## src/rtl/day8_pkg.sv

```systemverilog
// Shared defaults and FSM encoding for the circuit merge controller.
package day8_pkg;

  localparam int NUM_ELEMENT_DEF = 20;
  localparam int NUM_EDGES_DEF   = 10;
  localparam int IDX_W_DEF       = 10;
  localparam int SIZE_W_DEF      = 10;

  typedef enum logic [3:0] {
    ST_IDLE,
    ST_INIT,
    ST_WAIT_EDGE,
    ST_FIND_SRC,
    ST_FIND_DST,
    ST_UNION,
    ST_SCAN,
    ST_MULT,
    ST_DONE
  } state_t;

endpackage

```

## src/rtl/circuit_merge_ctrl_if.sv

```systemverilog
// Control, edge-stream handshake and status bundle of the merge controller.
interface circuit_merge_ctrl_if #(
  parameter int IDX_W = 10
);

  logic             start;
  logic             edge_valid;
  logic             edge_ready;
  logic [IDX_W-1:0] edge_src;
  logic [IDX_W-1:0] edge_dst;
  logic             busy;
  logic             finished;
  logic [31:0]      result;
  logic [IDX_W-1:0] merges;
  logic             error;

  modport master (
    output start, edge_valid, edge_src, edge_dst,
    input  edge_ready, busy, finished, result, merges, error
  );

  modport slave (
    input  start, edge_valid, edge_src, edge_dst,
    output edge_ready, busy, finished, result, merges, error
  );

endinterface

```

## src/rtl/top3_insert.sv

```systemverilog
// Keeps the three largest values seen so far, sorted top0 >= top1 >= top2.
// Empty slots hold 1 so the product of all three is always meaningful.
module top3_insert import day8_pkg::*; #(
  parameter int SIZE_W = SIZE_W_DEF
) (
  input  logic              clk,
  input  logic              rst,
  input  logic              clr,
  input  logic              ins_en,
  input  logic [SIZE_W-1:0] ins_val,
  output logic [SIZE_W-1:0] top0,
  output logic [SIZE_W-1:0] top1,
  output logic [SIZE_W-1:0] top2
);

  localparam logic [SIZE_W-1:0] EMPTY = SIZE_W'(1);

  logic [SIZE_W-1:0] top0_reg, top1_reg, top2_reg;
  logic [SIZE_W-1:0] top0_next, top1_next, top2_next;

  // Compare the new value against each slot and shift the smaller ones down.
  always_comb begin
    top0_next = top0_reg;
    top1_next = top1_reg;
    top2_next = top2_reg;
    if (clr) begin
      top0_next = EMPTY;
      top1_next = EMPTY;
      top2_next = EMPTY;
    end else if (ins_en) begin
      if (ins_val > top0_reg) begin
        top0_next = ins_val;
        top1_next = top0_reg;
        top2_next = top1_reg;
      end else if (ins_val > top1_reg) begin
        top1_next = ins_val;
        top2_next = top1_reg;
      end else if (ins_val > top2_reg) begin
        top2_next = ins_val;
      end
    end
  end

  // Slot registers.
  always_ff @(posedge clk or negedge rst) begin
    if (!rst) begin
      top0_reg <= EMPTY;
      top1_reg <= EMPTY;
      top2_reg <= EMPTY;
    end else begin
      top0_reg <= top0_next;
      top1_reg <= top1_next;
      top2_reg <= top2_next;
    end
  end

  assign top0 = top0_reg;
  assign top1 = top1_reg;
  assign top2 = top2_reg;

endmodule

```

## src/rtl/circuit_merge_ctrl.sv

```systemverilog
// Union-find over a stream of sorted edges; reports the product of the
// three largest resulting circuit sizes and the number of successful unions.
module circuit_merge_ctrl import day8_pkg::*; #(
  parameter int NUM_ELEMENT = NUM_ELEMENT_DEF,
  parameter int NUM_EDGES   = NUM_EDGES_DEF,
  parameter int IDX_W       = IDX_W_DEF,
  parameter int SIZE_W      = SIZE_W_DEF
) (
  input  logic               clk,
  input  logic               rst,
  circuit_merge_ctrl_if.slave bus
);

  localparam int MEM_AW = (NUM_ELEMENT > 1) ? $clog2(NUM_ELEMENT) : 1;
  localparam int CNT_W  = $clog2(NUM_EDGES + 1);
  localparam logic [MEM_AW-1:0] LAST_IDX = MEM_AW'(NUM_ELEMENT - 1);

  state_t state_reg, state_next;

  logic [MEM_AW-1:0] idx_reg, cur_reg, dst_reg, root_src_reg, root_dst_reg;
  logic [CNT_W-1:0]  edge_cnt_reg;
  logic [IDX_W-1:0]  merges_reg;
  logic              error_reg;
  logic [31:0]       result_reg;

  // Forest storage; not reset, INIT rebuilds it at the start of every run.
  logic [MEM_AW-1:0] parent_mem [NUM_ELEMENT];
  logic [SIZE_W-1:0] size_mem   [NUM_ELEMENT];

  logic              par_we, size_we;
  logic [MEM_AW-1:0] par_waddr, par_wdata, size_waddr;
  logic [SIZE_W-1:0] size_wdata;

  logic [SIZE_W-1:0] top0, top1, top2;

  logic start_ok, xfer, oob, cur_is_root, scan_is_root, roots_differ, last_xfer;
  logic [MEM_AW-1:0] cur_parent;
  logic [SIZE_W-1:0] size_src, size_dst, size_sum;

  assign start_ok     = bus.start && (state_reg == ST_IDLE || state_reg == ST_DONE);
  assign xfer         = (state_reg == ST_WAIT_EDGE) && bus.edge_valid;
  assign oob          = (bus.edge_src >= IDX_W'(NUM_ELEMENT)) || (bus.edge_dst >= IDX_W'(NUM_ELEMENT));
  assign last_xfer    = (edge_cnt_reg == CNT_W'(NUM_EDGES - 1));
  assign cur_parent   = parent_mem[cur_reg];
  assign cur_is_root  = (cur_parent == cur_reg);
  assign scan_is_root = (parent_mem[idx_reg] == idx_reg);
  assign roots_differ = (root_src_reg != root_dst_reg);
  assign size_src     = size_mem[root_src_reg];
  assign size_dst     = size_mem[root_dst_reg];
  assign size_sum     = size_src + size_dst;

  // State register.
  always_ff @(posedge clk or negedge rst) begin
    if (!rst) state_reg <= ST_IDLE;
    else      state_reg <= state_next;
  end

  // Next-state logic and forest write strobes.
  always_comb begin
    state_next = state_reg;
    par_we     = 1'b0;
    par_waddr  = '0;
    par_wdata  = '0;
    size_we    = 1'b0;
    size_waddr = '0;
    size_wdata = '0;
    case (state_reg)
      ST_IDLE, ST_DONE: if (bus.start) state_next = ST_INIT;
      ST_INIT: begin
        par_we     = 1'b1;
        par_waddr  = idx_reg;
        par_wdata  = idx_reg;
        size_we    = 1'b1;
        size_waddr = idx_reg;
        size_wdata = SIZE_W'(1);
        if (idx_reg == LAST_IDX) state_next = ST_WAIT_EDGE;
      end
      ST_WAIT_EDGE: begin
        // A bad endpoint still consumes an edge slot; if it was the last
        // one, go straight to the scan rather than waiting forever.
        if (xfer) begin
          if (!oob)           state_next = ST_FIND_SRC;
          else if (last_xfer) state_next = ST_SCAN;
        end
      end
      ST_FIND_SRC: if (cur_is_root) state_next = ST_FIND_DST;
      ST_FIND_DST: if (cur_is_root) state_next = ST_UNION;
      ST_UNION: begin
        // Smaller tree goes under the larger; on a tie dst joins src.
        if (roots_differ) begin
          par_we  = 1'b1;
          size_we = 1'b1;
          size_wdata = size_sum;
          if (size_src < size_dst) begin
            par_waddr  = root_src_reg;
            par_wdata  = root_dst_reg;
            size_waddr = root_dst_reg;
          end else begin
            par_waddr  = root_dst_reg;
            par_wdata  = root_src_reg;
            size_waddr = root_src_reg;
          end
        end
        state_next = (edge_cnt_reg == CNT_W'(NUM_EDGES)) ? ST_SCAN : ST_WAIT_EDGE;
      end
      ST_SCAN: if (idx_reg == LAST_IDX) state_next = ST_MULT;
      ST_MULT: state_next = ST_DONE;
      default: state_next = ST_IDLE;
    endcase
  end

  // Forest write port.
  always_ff @(posedge clk) begin
    if (par_we)  parent_mem[par_waddr] <= par_wdata;
    if (size_we) size_mem[size_waddr]  <= size_wdata;
  end

  // Datapath registers: walk pointer, roots, counters and result.
  always_ff @(posedge clk or negedge rst) begin
    if (!rst) begin
      idx_reg      <= '0;
      cur_reg      <= '0;
      dst_reg      <= '0;
      root_src_reg <= '0;
      root_dst_reg <= '0;
      edge_cnt_reg <= '0;
      merges_reg   <= '0;
      error_reg    <= 1'b0;
      result_reg   <= '0;
    end else begin
      case (state_reg)
        ST_IDLE, ST_DONE: begin
          if (bus.start) begin
            idx_reg      <= '0;
            edge_cnt_reg <= '0;
            merges_reg   <= '0;
            error_reg    <= 1'b0;
            result_reg   <= '0;
          end
        end
        ST_INIT, ST_SCAN: idx_reg <= (idx_reg == LAST_IDX) ? '0 : idx_reg + MEM_AW'(1);
        ST_WAIT_EDGE: begin
          if (xfer) begin
            edge_cnt_reg <= edge_cnt_reg + CNT_W'(1);
            if (oob) begin
              error_reg <= 1'b1;
            end else begin
              cur_reg <= bus.edge_src[MEM_AW-1:0];
              dst_reg <= bus.edge_dst[MEM_AW-1:0];
            end
          end
        end
        ST_FIND_SRC: begin
          if (cur_is_root) begin
            root_src_reg <= cur_reg;
            cur_reg      <= dst_reg;
          end else begin
            cur_reg <= cur_parent;
          end
        end
        ST_FIND_DST: begin
          if (cur_is_root) root_dst_reg <= cur_reg;
          else             cur_reg      <= cur_parent;
        end
        ST_UNION: if (roots_differ) merges_reg <= merges_reg + IDX_W'(1);
        ST_MULT:  result_reg <= 32'(top0) * 32'(top1) * 32'(top2);
        default: ;
      endcase
    end
  end

  top3_insert #(.SIZE_W(SIZE_W)) u_top3 (
    .clk     (clk),
    .rst     (rst),
    .clr     (start_ok),
    .ins_en  ((state_reg == ST_SCAN) && scan_is_root),
    .ins_val (size_mem[idx_reg]),
    .top0    (top0),
    .top1    (top1),
    .top2    (top2)
  );

  assign bus.edge_ready = (state_reg == ST_WAIT_EDGE);
  assign bus.busy       = (state_reg != ST_IDLE) && (state_reg != ST_DONE);
  assign bus.finished   = (state_reg == ST_DONE);
  assign bus.result     = result_reg;
  assign bus.merges     = merges_reg;
  assign bus.error      = error_reg;

endmodule
```

## src/flat_wrapper.sv

```systemverilog
// flat-port wrapper written by rule: the top's interface ports become plain ports
module circuit_merge_ctrl_flat import day8_pkg::*;
#(
  parameter int NUM_ELEMENT = NUM_ELEMENT_DEF,
  parameter int NUM_EDGES   = NUM_EDGES_DEF,
  parameter int IDX_W       = IDX_W_DEF,
  parameter int SIZE_W      = SIZE_W_DEF
)
  (clk, rst, bus_start, bus_edge_valid, bus_edge_src, bus_edge_dst, bus_edge_ready, bus_busy, bus_finished, bus_result, bus_merges, bus_error);
  circuit_merge_ctrl_if #(.IDX_W(IDX_W)) bus_i ();
  input  logic clk;
  input  logic rst;
  input wire logic [$bits(bus_i.start)-1:0] bus_start;
  input wire logic [$bits(bus_i.edge_valid)-1:0] bus_edge_valid;
  input wire logic [$bits(bus_i.edge_src)-1:0] bus_edge_src;
  input wire logic [$bits(bus_i.edge_dst)-1:0] bus_edge_dst;
  output wire logic [$bits(bus_i.edge_ready)-1:0] bus_edge_ready;
  output wire logic [$bits(bus_i.busy)-1:0] bus_busy;
  output wire logic [$bits(bus_i.finished)-1:0] bus_finished;
  output wire logic [$bits(bus_i.result)-1:0] bus_result;
  output wire logic [$bits(bus_i.merges)-1:0] bus_merges;
  output wire logic [$bits(bus_i.error)-1:0] bus_error;
  assign bus_i.start = bus_start;
  assign bus_i.edge_valid = bus_edge_valid;
  assign bus_i.edge_src = bus_edge_src;
  assign bus_i.edge_dst = bus_edge_dst;
  assign bus_edge_ready = bus_i.edge_ready;
  assign bus_busy = bus_i.busy;
  assign bus_finished = bus_i.finished;
  assign bus_result = bus_i.result;
  assign bus_merges = bus_i.merges;
  assign bus_error = bus_i.error;
  circuit_merge_ctrl #(.NUM_ELEMENT(NUM_ELEMENT), .NUM_EDGES(NUM_EDGES), .IDX_W(IDX_W), .SIZE_W(SIZE_W)) u_core (.clk(clk), .rst(rst), .bus(bus_i));
endmodule
```

## config.mk

```make
export PLATFORM = sky130hd
export DESIGN_NAME = circuit_merge_ctrl_flat
export DESIGN_NICKNAME = d
export VERILOG_FILES = /design/src/rtl/day8_pkg.sv /design/src/rtl/circuit_merge_ctrl_if.sv /design/src/rtl/top3_insert.sv /design/src/rtl/circuit_merge_ctrl.sv /design/src/flat_wrapper.sv
export SDC_FILE = /design/constraint.sdc
export NUM_CORES = 1
export LEC_CHECK = 0
export ABC_AREA = 1
export ABC_CLOCK_PERIOD_IN_PS = 11100
export BUFFER_PORTS_ARGS = -buffer_cell sky130_fd_sc_hd__buf_4
export CORE_ASPECT_RATIO = 1.5
export CORE_UTILIZATION = 40
export DETAILED_ROUTE_END_ITERATION = 7
export GPL_TIMING_DRIVEN = 0
export SLEW_MARGIN = 20
export SYNTH_ARGS = -nofsm -noshare
export SYNTH_HDL_FRONTEND = slang
export SYNTH_HIERARCHICAL = 1
export SYNTH_SLANG_ARGS = --single-unit
```

## constraint.sdc

```tcl
create_clock -name clk -period 11.1 [get_ports clk]
set_clock_uncertainty 0.15 [all_clocks]
set_input_delay 0.555 -clock clk [delete_from_list [all_inputs] [get_ports clk]]
set_output_delay 0.555 -clock clk [all_outputs]
set_load 0.01 [all_outputs]
```

==> results.cfg <==
[detailed_routing]
drc = 0
wl_per_cell_microns = 24.1
drt_iter0_drc = 2954
routed_via_density = 5.79
postRouteAntennaNets = 0
drt-pass1-iter-count = 6
vias = 29900
wirelength_microns = 124000

[floorplanning]
rows = 127
dieArea_sq_um = 82800
io_pins = 70
chipHeight_microns = 352
fp.coreArea_sq_um = 80400
die_w_microns = 235
initial_core_util = 0.406

[placement]
io_buffers = 67
dpl_worst_slack_ns = 0.753
gp_congestion = 1.02
place_hpwl_microns = 94700

[timing]
setup_tns_ns = 0
fin_ws_ns = 0.750
hold_viol = 0
worst_pin_slew_ns = 1.18
period_share = 0.932
setup_viol = 0
finalMaxSlewViolations = 0
max_freq_ghz = 0.0966
relSlewSlack = 0.215
rsz0062_at_grt = no
period_needed_ns = 10.35

[power]
power_density_nw_per_um2 = 307
p_int_uw = 4990
pwr-share-seq = 0.188
p_clk_frac = 0.141
ir_drop_mv = 0.180
swShare = 0.551
switchingPower_uw = 6120
power_leakage_uw = 0.0160
combPwrFrac = 0.671

[yosys]
synth-async-reset-ratio = 0.257
seq_area_frac_synth = 0.356
ys_ff_latch = 404
yosys_warnings = 6
synth.distinct_cells = 64
synthCells = 3973
synth_edf_count = 300
synthesis.area_sq_um = 32600
avgSynthCellArea_sq_um = 8.22
yosys_most_used_dff = edfxtp_1

[final_layout]
nets = 4498
largest_register_ffs = 200
layout-drive-gt1-share = 0.0738
fillers = 8067
antennaDiodeCount = 0
syn_to_final_growth_pct = 10.8

[critical_path]
crit_fanout = 10
timing.critical_path.buf_inv = 11
cpPeakStageDelay_ns = 0.65
worstSetupPathType = reg2reg
cp_top_family = adder cells
slowest_stage = xor2_1
end_kind = flip-flop
required_ns = 11.44
cp_data_arrival_time_ns = 10.69
startpoint_type = flip-flop

[clock_network]
cts-root-buf = clkbuf_16
numClockSinks = 404
clkTransAtPathRegs_ns = 0.07
cts_setup_buffers = 0
insertion_delay_ns = 0.63
cts_tree = built
cts_buffer_depth = 3
h-tree-depth = 2
cts_made_buffers = 43

[grt]
grt_pass1_wl_microns = 184000
grtUsageTotal = 0.298
antenna_found_initial = 1
grt_overflow = 0
grt_pass1_vias = 29700
grt_max_degree = 59

[worst_hold_path]
hold_class = in2reg

[flow_run]
maxCapViolations = 0

[run_status]
status = completed
==> through the flow <==
step           std cells  hold slack (ns)  total power [uW]  cell area [sq um]  utilization
2_1_floorplan       3974            0.109              6750              32600            -
3_3_place_gp        5073            0.315              9240              34400        0.428
3_5_place_dp        5081            0.318              9360              34600        0.431
4_1_cts             5162           0.0161             11000              36200        0.450
5_1_grt             5162           0.0539             11800              36200        0.450
6_report            5162           0.0452             11100              36200        0.450
==> repair_timing <==
item | CTS | global route
hold endpoints to repair | 46 | 0
gates resized for setup | 0 | 0
hold buffers | 1 | 0
==> final cells by class <==
cell class / instances / area (sq um) / area share
inverter: 516 / 1940 / 0.0537
timing repair buffer: 76 / 636 / 0.0176
multi-input combinational: 2839 / 18200 / 0.503
buffer: 215 / 987 / 0.0273
tap: 1032 / 1290 / 0.0357
clock inverter: 36 / 432 / 0.0119
sequential: 404 / 11600 / 0.321
clock buffer: 44 / 1080 / 0.0298
==> tightest hold or removal path, stage by stage <==
cell,delay [ns]
buf_4,0.08
nor2_1,0.03
a21oi_1,0.10
==> power groups by stage <==
stage | Combinational, uW | Clock, uW | Sequential [uW]
2_1_floorplan | 4690 | 0 | 2060
3_3_place_gp | 7120 | 0 | 2120
3_5_place_dp | 7240 | 0 | 2110
4_1_cts | 7270 | 1600 | 2080
5_1_grt | 8080 | 1650 | 2100
6_report | 7460 | 1560 | 2090
==> worst paths after layout <==
check,from,to,slack (ns),cells after the start
setup / recovery,u_core/u_top3/top1[1],u_core/bus.result[24],0.75,39
max in group asynchronous,rst,u_core/u_top3/top2[0],9.80,3
hold reg to reg,u_core/bus.result[27],u_core/bus.result[27],0.33,2
setup reg to reg,u_core/u_top3/top1[1],u_core/bus.result[24],0.75,39
hold / removal,bus_edge_dst[1],u_core/dst_reg[1],0.05,3
min in group asynchronous,rst,u_core/bus.merges[1],0.31,2
==> kinds of logic after synthesis <==
| family | after synthesis | share of synthesized area |
|---|---|---|
| AO/OA/AOI/OAI | 971 | 0.167 |
| XOR/XNOR | 37 | 0.00993 |
| adder cells (fa/ha/maj) | 379 | 0.192 |
| buffers and inverters | 731 | 0.0898 |
| flip-flops | 404 | 0.356 |
| other | 1 | 0.000115 |
| AND/OR/NAND/NOR | 1450 | 0.185 |
==> cell usage after synthesis (3+ instances only) <==
cell	instances	area, sq um
nand2_1	660	2480
nor2_1	543	2040
inv_1	508	1910
o21ai_0	501	2510
edfxtp_1	300	9010
a21oi_1	227	1140
fa_1	205	4100
ha_1	174	2180
clkbuf_1	163	612
nand3_1	145	726
dfrtp_1	101	2530
o22ai_1	73	457
o221ai_1	40	350
o211ai_1	22	165
xor2_1	21	184
buf_2	20	100
or2_2	19	119
a31oi_1	18	113
nand4_1	16	100
nor3_1	16	80.1
xnor2_1	16	140
a22o_1	15	131
o21ai_2	14	123
a221oi_1	12	105
o21ai_1	12	60.1
buf_4	10	75.1
nand2_2	10	62.6
buf_1	9	33.8
buf_6	9	101
nand3_2	9	90.1
a21o_1	8	60.1
a32o_1	8	80.1
nor4_1	6	37.5
inv_2	5	18.8
nor2_4	5	56.3
nand2_4	4	45.0
o21bai_1	4	30.0
o311ai_0	4	35.0
o31ai_1	4	30.0
buf_8	3	45.0
dfstp_2	3	78.8
nor2_2	3	18.8
nor3b_1	3	22.5
==> per-layer routing <==
metal / wire length [microns] / global-route usage / share of wire
met2: 62000 / 0.536 / 0.50
met4: 9110 / 0.202 / 0.073
met3: 9040 / 0.0441 / 0.073
met5: 15 / 0 / 0.00012
met1: 44100 / 0.327 / 0.35
==> cells in the final DEF (no fill, tap or decap), drive strengths merged, types with 127 or more instances in the layout <==
cell type | netlist | final
clkbuf | 163 | 207
fa | 205 | 205
a21oi | 227 | 227
edfxtp | 300 | 300
o21ai | 528 | 528
nand2 | 675 | 675
buf | 52 | 127
nor2 | 553 | 553
nand3 | 155 | 155
inv | 514 | 521
ha | 174 | 174
Power figures use the tool's default switching activity.
